`src/rtl/decode_stage_p.sv`:
```
// MIPS instruction-decode stage: IF/ID register, bypassed register file,
// control decode, load-use hazard detection and a registered ID/EX bank.
module decode_stage_p #(
  parameter int DATA_W    = 32,
  parameter int NUM_REGS  = 32,
  parameter int BYPASS_EN = 1
) (
  input  logic              clk,
  input  logic              rst_n,
  input  logic              if_valid,
  input  logic [31:0]       if_pc,
  input  logic [31:0]       if_instr,
  input  logic              flush,
  input  logic              ex_load_in,
  input  logic [4:0]        ex_load_rt,
  input  logic              wb_we,
  input  logic [4:0]        wb_addr,
  input  logic [DATA_W-1:0] wb_data,
  output logic              hazard_stall,
  output logic              ex_valid,
  output logic [31:0]       ex_pc,
  output logic [DATA_W-1:0] ex_rs_data,
  output logic [DATA_W-1:0] ex_rt_data,
  output logic [DATA_W-1:0] ex_imm,
  output logic [4:0]        ex_rs,
  output logic [4:0]        ex_rt,
  output logic [4:0]        ex_rd,
  output logic              ex_regdst,
  output logic              ex_branch,
  output logic              ex_memread,
  output logic              ex_memtoreg,
  output logic              ex_memwrite,
  output logic              ex_alusrc,
  output logic              ex_regwrite,
  output logic [1:0]        ex_aluop,
  output logic              ex_illegal
);

  // Handshake: if_valid qualifies if_pc/if_instr. hazard_stall is the only
  // backpressure; while it is high (and flush is low) fetch must hold its
  // outputs and this stage does not consume them.

  localparam logic [5:0] NREG = 6'(NUM_REGS);

  localparam logic [5:0] OP_RTYPE = 6'h00;
  localparam logic [5:0] OP_LW    = 6'h23;
  localparam logic [5:0] OP_SW    = 6'h2B;
  localparam logic [5:0] OP_BEQ   = 6'h04;
  localparam logic [5:0] OP_ADDI  = 6'h08;

  logic              id_valid;
  logic [31:0]       id_pc;
  logic [31:0]       id_instr;
  logic [DATA_W-1:0] regs [NUM_REGS];

  logic [5:0]        opcode;
  logic [4:0]        rs;
  logic [4:0]        rt;
  logic [4:0]        rd;
  logic              uses_rt;
  logic              stall;
  logic              load_slot;
  logic              wb_ok;
  logic [DATA_W-1:0] rs_data;
  logic [DATA_W-1:0] rt_data;

  logic              dec_regdst;
  logic              dec_branch;
  logic              dec_memread;
  logic              dec_memtoreg;
  logic              dec_memwrite;
  logic              dec_alusrc;
  logic              dec_regwrite;
  logic [1:0]        dec_aluop;
  logic              dec_illegal;

  assign opcode  = id_instr[31:26];
  assign rs      = id_instr[25:21];
  assign rt      = id_instr[20:16];
  assign rd      = id_instr[15:11];
  assign uses_rt = (opcode == OP_RTYPE) || (opcode == OP_SW) || (opcode == OP_BEQ);

  assign hazard_stall = rst_n && id_valid && ex_load_in && (ex_load_rt != 5'd0) &&
                        ((ex_load_rt == rs) || (uses_rt && (ex_load_rt == rt)));

  // Flush wins: a stall against an instruction about to be killed is moot.
  assign stall     = hazard_stall && !flush;
  assign load_slot = id_valid && !stall && !flush;

  assign wb_ok = wb_we && (wb_addr != 5'd0) && ({1'b0, wb_addr} < NREG);

  always_comb begin
    rs_data = '0;
    rt_data = '0;
    for (int i = 1; i < NUM_REGS; i++) begin
      if (rs == 5'(i)) rs_data = regs[i];
      if (rt == 5'(i)) rt_data = regs[i];
    end
    if (BYPASS_EN != 0) begin
      if (wb_ok && (wb_addr == rs)) rs_data = wb_data;
      if (wb_ok && (wb_addr == rt)) rt_data = wb_data;
    end
  end

  always_comb begin
    dec_regdst   = 1'b0;
    dec_branch   = 1'b0;
    dec_memread  = 1'b0;
    dec_memtoreg = 1'b0;
    dec_memwrite = 1'b0;
    dec_alusrc   = 1'b0;
    dec_regwrite = 1'b0;
    dec_aluop    = 2'b00;
    dec_illegal  = 1'b0;
    case (opcode)
      OP_RTYPE: begin
        dec_regdst   = 1'b1;
        dec_regwrite = 1'b1;
        dec_aluop    = 2'b10;
      end
      OP_LW: begin
        dec_alusrc   = 1'b1;
        dec_memtoreg = 1'b1;
        dec_regwrite = 1'b1;
        dec_memread  = 1'b1;
      end
      OP_SW: begin
        dec_alusrc   = 1'b1;
        dec_memwrite = 1'b1;
      end
      OP_BEQ: begin
        dec_branch   = 1'b1;
        dec_aluop    = 2'b01;
      end
      OP_ADDI: begin
        dec_alusrc   = 1'b1;
        dec_regwrite = 1'b1;
      end
      default: dec_illegal = 1'b1;
    endcase
  end

  always_ff @(posedge clk or negedge rst_n) begin
    if (!rst_n) begin
      for (int i = 0; i < NUM_REGS; i++) regs[i] <= '0;
    end else begin
      for (int i = 1; i < NUM_REGS; i++) begin
        if (wb_ok && (wb_addr == 5'(i))) regs[i] <= wb_data;
      end
    end
  end

  always_ff @(posedge clk or negedge rst_n) begin
    if (!rst_n) begin
      id_valid <= 1'b0;
      id_pc    <= '0;
      id_instr <= '0;
    end else if (flush) begin
      id_valid <= 1'b0;
    end else if (!stall) begin
      id_valid <= if_valid;
      id_pc    <= if_pc;
      id_instr <= if_instr;
    end
  end

  // Data fields follow IF/ID unless stalled; control is zeroed for bubbles.
  always_ff @(posedge clk or negedge rst_n) begin
    if (!rst_n) begin
      ex_valid    <= 1'b0;
      ex_pc       <= '0;
      ex_rs_data  <= '0;
      ex_rt_data  <= '0;
      ex_imm      <= '0;
      ex_rs       <= '0;
      ex_rt       <= '0;
      ex_rd       <= '0;
      ex_regdst   <= 1'b0;
      ex_branch   <= 1'b0;
      ex_memread  <= 1'b0;
      ex_memtoreg <= 1'b0;
      ex_memwrite <= 1'b0;
      ex_alusrc   <= 1'b0;
      ex_regwrite <= 1'b0;
      ex_aluop    <= 2'b00;
      ex_illegal  <= 1'b0;
    end else begin
      if (!stall) begin
        ex_pc      <= id_pc;
        ex_rs_data <= rs_data;
        ex_rt_data <= rt_data;
        ex_imm     <= {{(DATA_W-16){id_instr[15]}}, id_instr[15:0]};
        ex_rs      <= rs;
        ex_rt      <= rt;
        ex_rd      <= rd;
      end
      ex_valid    <= load_slot;
      ex_regdst   <= load_slot && dec_regdst;
      ex_branch   <= load_slot && dec_branch;
      ex_memread  <= load_slot && dec_memread;
      ex_memtoreg <= load_slot && dec_memtoreg;
      ex_memwrite <= load_slot && dec_memwrite;
      ex_alusrc   <= load_slot && dec_alusrc;
      ex_regwrite <= load_slot && dec_regwrite;
      ex_aluop    <= load_slot ? dec_aluop : 2'b00;
      ex_illegal  <= load_slot && dec_illegal;
    end
  end

endmodule

```
`config.mk`:
```
export PLATFORM = sky130hd
export DESIGN_NAME = decode_stage_p
export DESIGN_NICKNAME = d
export VERILOG_FILES = /design/src/rtl/decode_stage_p.sv
export SDC_FILE = /design/constraint.sdc
export NUM_CORES = 2
export LEC_CHECK = 0
export ABC_CLOCK_PERIOD_IN_PS = 2800
export CELL_PAD_IN_SITES_DETAIL_PLACEMENT = 0
export CELL_PAD_IN_SITES_GLOBAL_PLACEMENT = 1
export CORE_ASPECT_RATIO = 1.1
export CORE_MARGIN = 1.5
export CORE_UTILIZATION = 38
export CTS_BUF_LIST = sky130_fd_sc_hd__clkbuf_2 sky130_fd_sc_hd__clkbuf_4 sky130_fd_sc_hd__clkbuf_8
export CTS_CLUSTER_SIZE = 25
export DETAILED_ROUTE_END_ITERATION = 16
export GPL_ROUTABILITY_DRIVEN = 0
export HOLD_SLACK_MARGIN = 0.08
export PLACE_DENSITY_LB_ADDON = 0.1
export SYNTH_ARGS = -nofsm -noshare
export SYNTH_HDL_FRONTEND = slang
export SYNTH_SLANG_ARGS = --single-unit
export TNS_END_PERCENT = 20
```
`constraint.sdc`:
```
create_clock -name clk -period 2.8 [get_ports clk]
set_clock_uncertainty 0.15 [all_clocks]
set_input_delay 0.56 -clock clk [delete_from_list [all_inputs] [get_ports clk]]
set_output_delay 0.56 -clock clk [all_outputs]
set_load 0.01 [all_outputs]
```
==> summary.md <==
| Metric | Value |
|---|---|
| Post-synthesis mux area share | 22.95% |
| # setup viols final | 66 |
| Post-synthesis compound-gate area fraction | 17.79% |
| Min Hold Slack | 164.0 ps |
| Max_cap viols | 0 |
| RSZ-0062 raised after global routing | yes |
| Most common cell after layout, fill and taps aside | dfrtp_1 |
| Post-synthesis register bit count | 1189 |
| Drt drc | 0 |
| Post-Syn Area | 0.06460 mm2 |
| Status | finished, violations left |
| Max-slew violations | 0 |
| Logic pwr share | 27.0% |
| Die height | 435.4 um |
| WL met3 | 27.31 mm |
| Warnings, synthesis | 0 |
| DIE AREA | 0.1725 mm2 |
| Synth Area in Simple Gates | 8.399% |
| Initial DRC Count | 7092 |
| Leak | 38.50 nW |
| Setup Total Neg Slack | -14210 ps |
| Clock sink count | 1189 |
| Number of global-route vias before repair | 58.04k |
| Row Count | 158 |
| Synth async-reset ratio | 100.0% |
| Initial core utilization | 38.31% |
| Crit. End Element | output pin |
| CTS max path bufs | 3 |
| WP buf/inv | 2 |
| Syn_nets | 6173 |
| GRT Residual Overflow | 0 |
| P_int | 0.03866 W |
| Slew @ Worst Pin | 1034 ps |
| Post-Synth XOR/XNOR Area | 0.2712% |
| Routed vias | 59.29k |
| Final Cycle Share | 124.3% |
| Metal-1 WL | 134.2 mm |
| Area delta synth->final | 36.26% |
| Final hold vios | 0 |
| Post-Synth Adder-Cell Area | 0% |
| Dpl cell area | 0.07724 mm2 |
| WL/cell | 33.21 um |
| Seq pwr share | 40.6% |
| Place WS | -758.5 ps |
| Post-route cell area | 0.08802 mm2 |
| Synth cell types | 96 |
| Hpwl dp | 227.6 mm |
| Core area | 0.1686 mm2 |
| Crit-path cells | buf_4 -> xnor2_1 -> nand2b_1 -> or3b_1 -> a211oi_2 -> buf_2 |
| Final #Nets | 7264 |
| Worst EP required | 2090 ps |
| Fmax | 0.2873 GHz |
| Met2 WL | 140.6 mm |
| Top FF cell, synth | dfrtp_1 |
| Commonest non-fill, non-tap cells in the layout | 1176 x dfrtp_1, 985 x mux2_2, 810 x buf_4 |
| Sw Ratio | 33.53% |
| Slew HR | 31.07% |
| Overall Global Routing Usage | 35.55% |
| Syn_area_per_cell | 10.66 um2 |
| Initial antenna violation count | 13 |
| Critical path peak fanout | 3 |
| Peak supply drop | 0.5833 mV |
| Tmin final | 3481 ps |
| Fill cells | 15.29k |
| CTS tree | yes |
| Share of cells above drive strength 1 | 42.51% |
| Mapped Cells | 6061 |
| Main combinational cell family by area after synthesis | multiplexers |
| Chip Width | 396.1 um |
| Sw Pwr | 0.01950 W |
| CTS root buf | clkbuf_8 |
| Min-delay worst type | in2reg |
| Clock Power Share | 32.3% |
| Failing checks | negative setup slack |
| Final worst-path setup slack | -680.6 ps |
| Vias/cell | 6.191 |
| Clk slew on worst S/H paths | 70 ps |
| IO Count | 267 |
| Max Used Layer | met5 |
| Routed Antenna Nets | 0 |
| Port Buffers | 266 |
| Power Density | 660.8 mW/mm2 |
| 1st-pass router iterations | 10 |
| Worst Path Arrival | 2770 ps |
| Delay-heaviest family, CP | flip-flops |
| CTS Buf Count | 215 |
| Slowest stage delay, CP | 500 ps |
| Seq/Total Area, Yosys | 46.06% |
| WS Path Type | reg2out |
| CTS H-tree lvls | 4 |
| First-pass GRT wire length | 445.5 mm |
| Startpoint Class | flip-flop |
| Largest net degree at the start of global routing | 154 |
| EDFF count, synth | 0 |
| Cell with the largest stage delay on the worst path | dfrtp_4 |
| Drt total wl | 318.0 mm |
| Worst-skew pair later-pin latency | 1010 ps |
==> layer usage <==
layer  vias up  track usage, %
li1      24900               -
met1     30520           49.01
met2      3123           53.80
met3       741           7.603
met4         6           14.99
met5         -               0
==> layout make-up <==
class / count / area, um2 / area share (%)
antenna: 8 / 20.02 / 0.02274
clock buffer: 341 / 4318 / 4.906
clock inverter: 52 / 540.5 / 0.6141
inverter: 31 / 138.9 / 0.1578
multi-input combinational: 4216 / 34720 / 39.44
sequential: 1189 / 29790 / 33.84
tap: 2240 / 2803 / 3.184
timing repair buffer: 1499 / 15690 / 17.83
==> power by group through the flow <==
stage | registers (W) | clock network [W] | logic, W
floorplan | 0.0226 | 0 | 0.00713
global placement | 0.0236 | 0 | 0.0137
detailed placement | 0.0237 | 0 | 0.0138
CTS | 0.0234 | 0.0191 | 0.0144
global route | 0.0239 | 0.0198 | 0.0164
finish | 0.0236 | 0.0188 | 0.0157
==> Yosys cell counts, types with 57 or more instances <==
library cell  instances  area [um2]
a211oi_1             78       585.6
a21oi_1             364        1822
a221oi_1             69       604.3
a22oi_1             105       788.3
buf_1                70       262.8
buf_2               143       715.7
clkbuf_1            354        1329
dfrtp_1            1189       29750
mux2_1               98        1104
mux2_2              986       11100
mux2_4               57       855.8
mux2i_1             142        1421
nand2_1             377        1415
nand3_1              79       395.4
nor2_1              280        1051
nor3_1               94       470.5
o21ai_0             390        1952
o21ai_1             109       545.5
o221ai_1             63       551.8
o22ai_1             178        1114
==> kinds of logic (layout without fill, tap and decap cells) <==
kind of cell | count (synthesis) | in the layout
and+or+nand+nor | 1123 | 1125
DFF | 1189 | 1189
muxes | 1298 | 1298
xor gates and xnor gates | 20 | 20
buffers and inverters | 658 | 1923
AOI/OAI and AO/OA | 1773 | 1773
other | 0 | 8
==> final timing paths <==
kind / start / to / slack, ps / cells past startpoint
worst max-delay path: id_instr[17] / hazard_stall / -680 / 6
worst min-delay path: if_instr[18] / id_instr[18] / 160 / 3
worst max register to register: id_instr[22] / ex_rs_data[13] / -380 / 15
worst min register to register: ex_pc[15] / ex_pc[15] / 310 / 2
max in group asynchronous: rst_n / regs[714] / 410 / 5
min in group asynchronous: rst_n / ex_pc[13] / 740 / 4
==> tightest hold or removal path, stage by stage <==
cell,delay [ps]
clkdlybuf4s50_1,410
nand2_1,70
o21ai_1,190
==> per-stage QoR <==
step / utilization, % / total power (W) / instances
2_1_floorplan: - / 0.02971 / 6061
3_3_place_gp: 45.81 / 0.03727 / 8958
3_5_place_dp: 45.81 / 0.03754 / 8958
4_1_cts: 50.21 / 0.05686 / 9486
5_1_grt: 52.19 / 0.06007 / 9572
6_report: 52.20 / 0.05816 / 9576
==> flip-flops by register name (all words and copies together) (netlist names), 5 cells and up <==
signal	cells
ex_pc	32
ex_rt	5
ex_rt_data	32
ex_rs	5
ex_imm	16
id_pc	32
id_instr	32
ex_rs_data	32
regs	992
==> what timing repair did <==
action                                  in CTS  in global routing
resized for setup                          300                535
hold buffers                                70                  0
gates cloned                                12                 12
endpoints found under the setup margin     177                147
hold endpoints to repair                  1101                  0
pin swaps                                   50                182
buffers inserted                            80                 82
(Power assumes the default switching activity.)
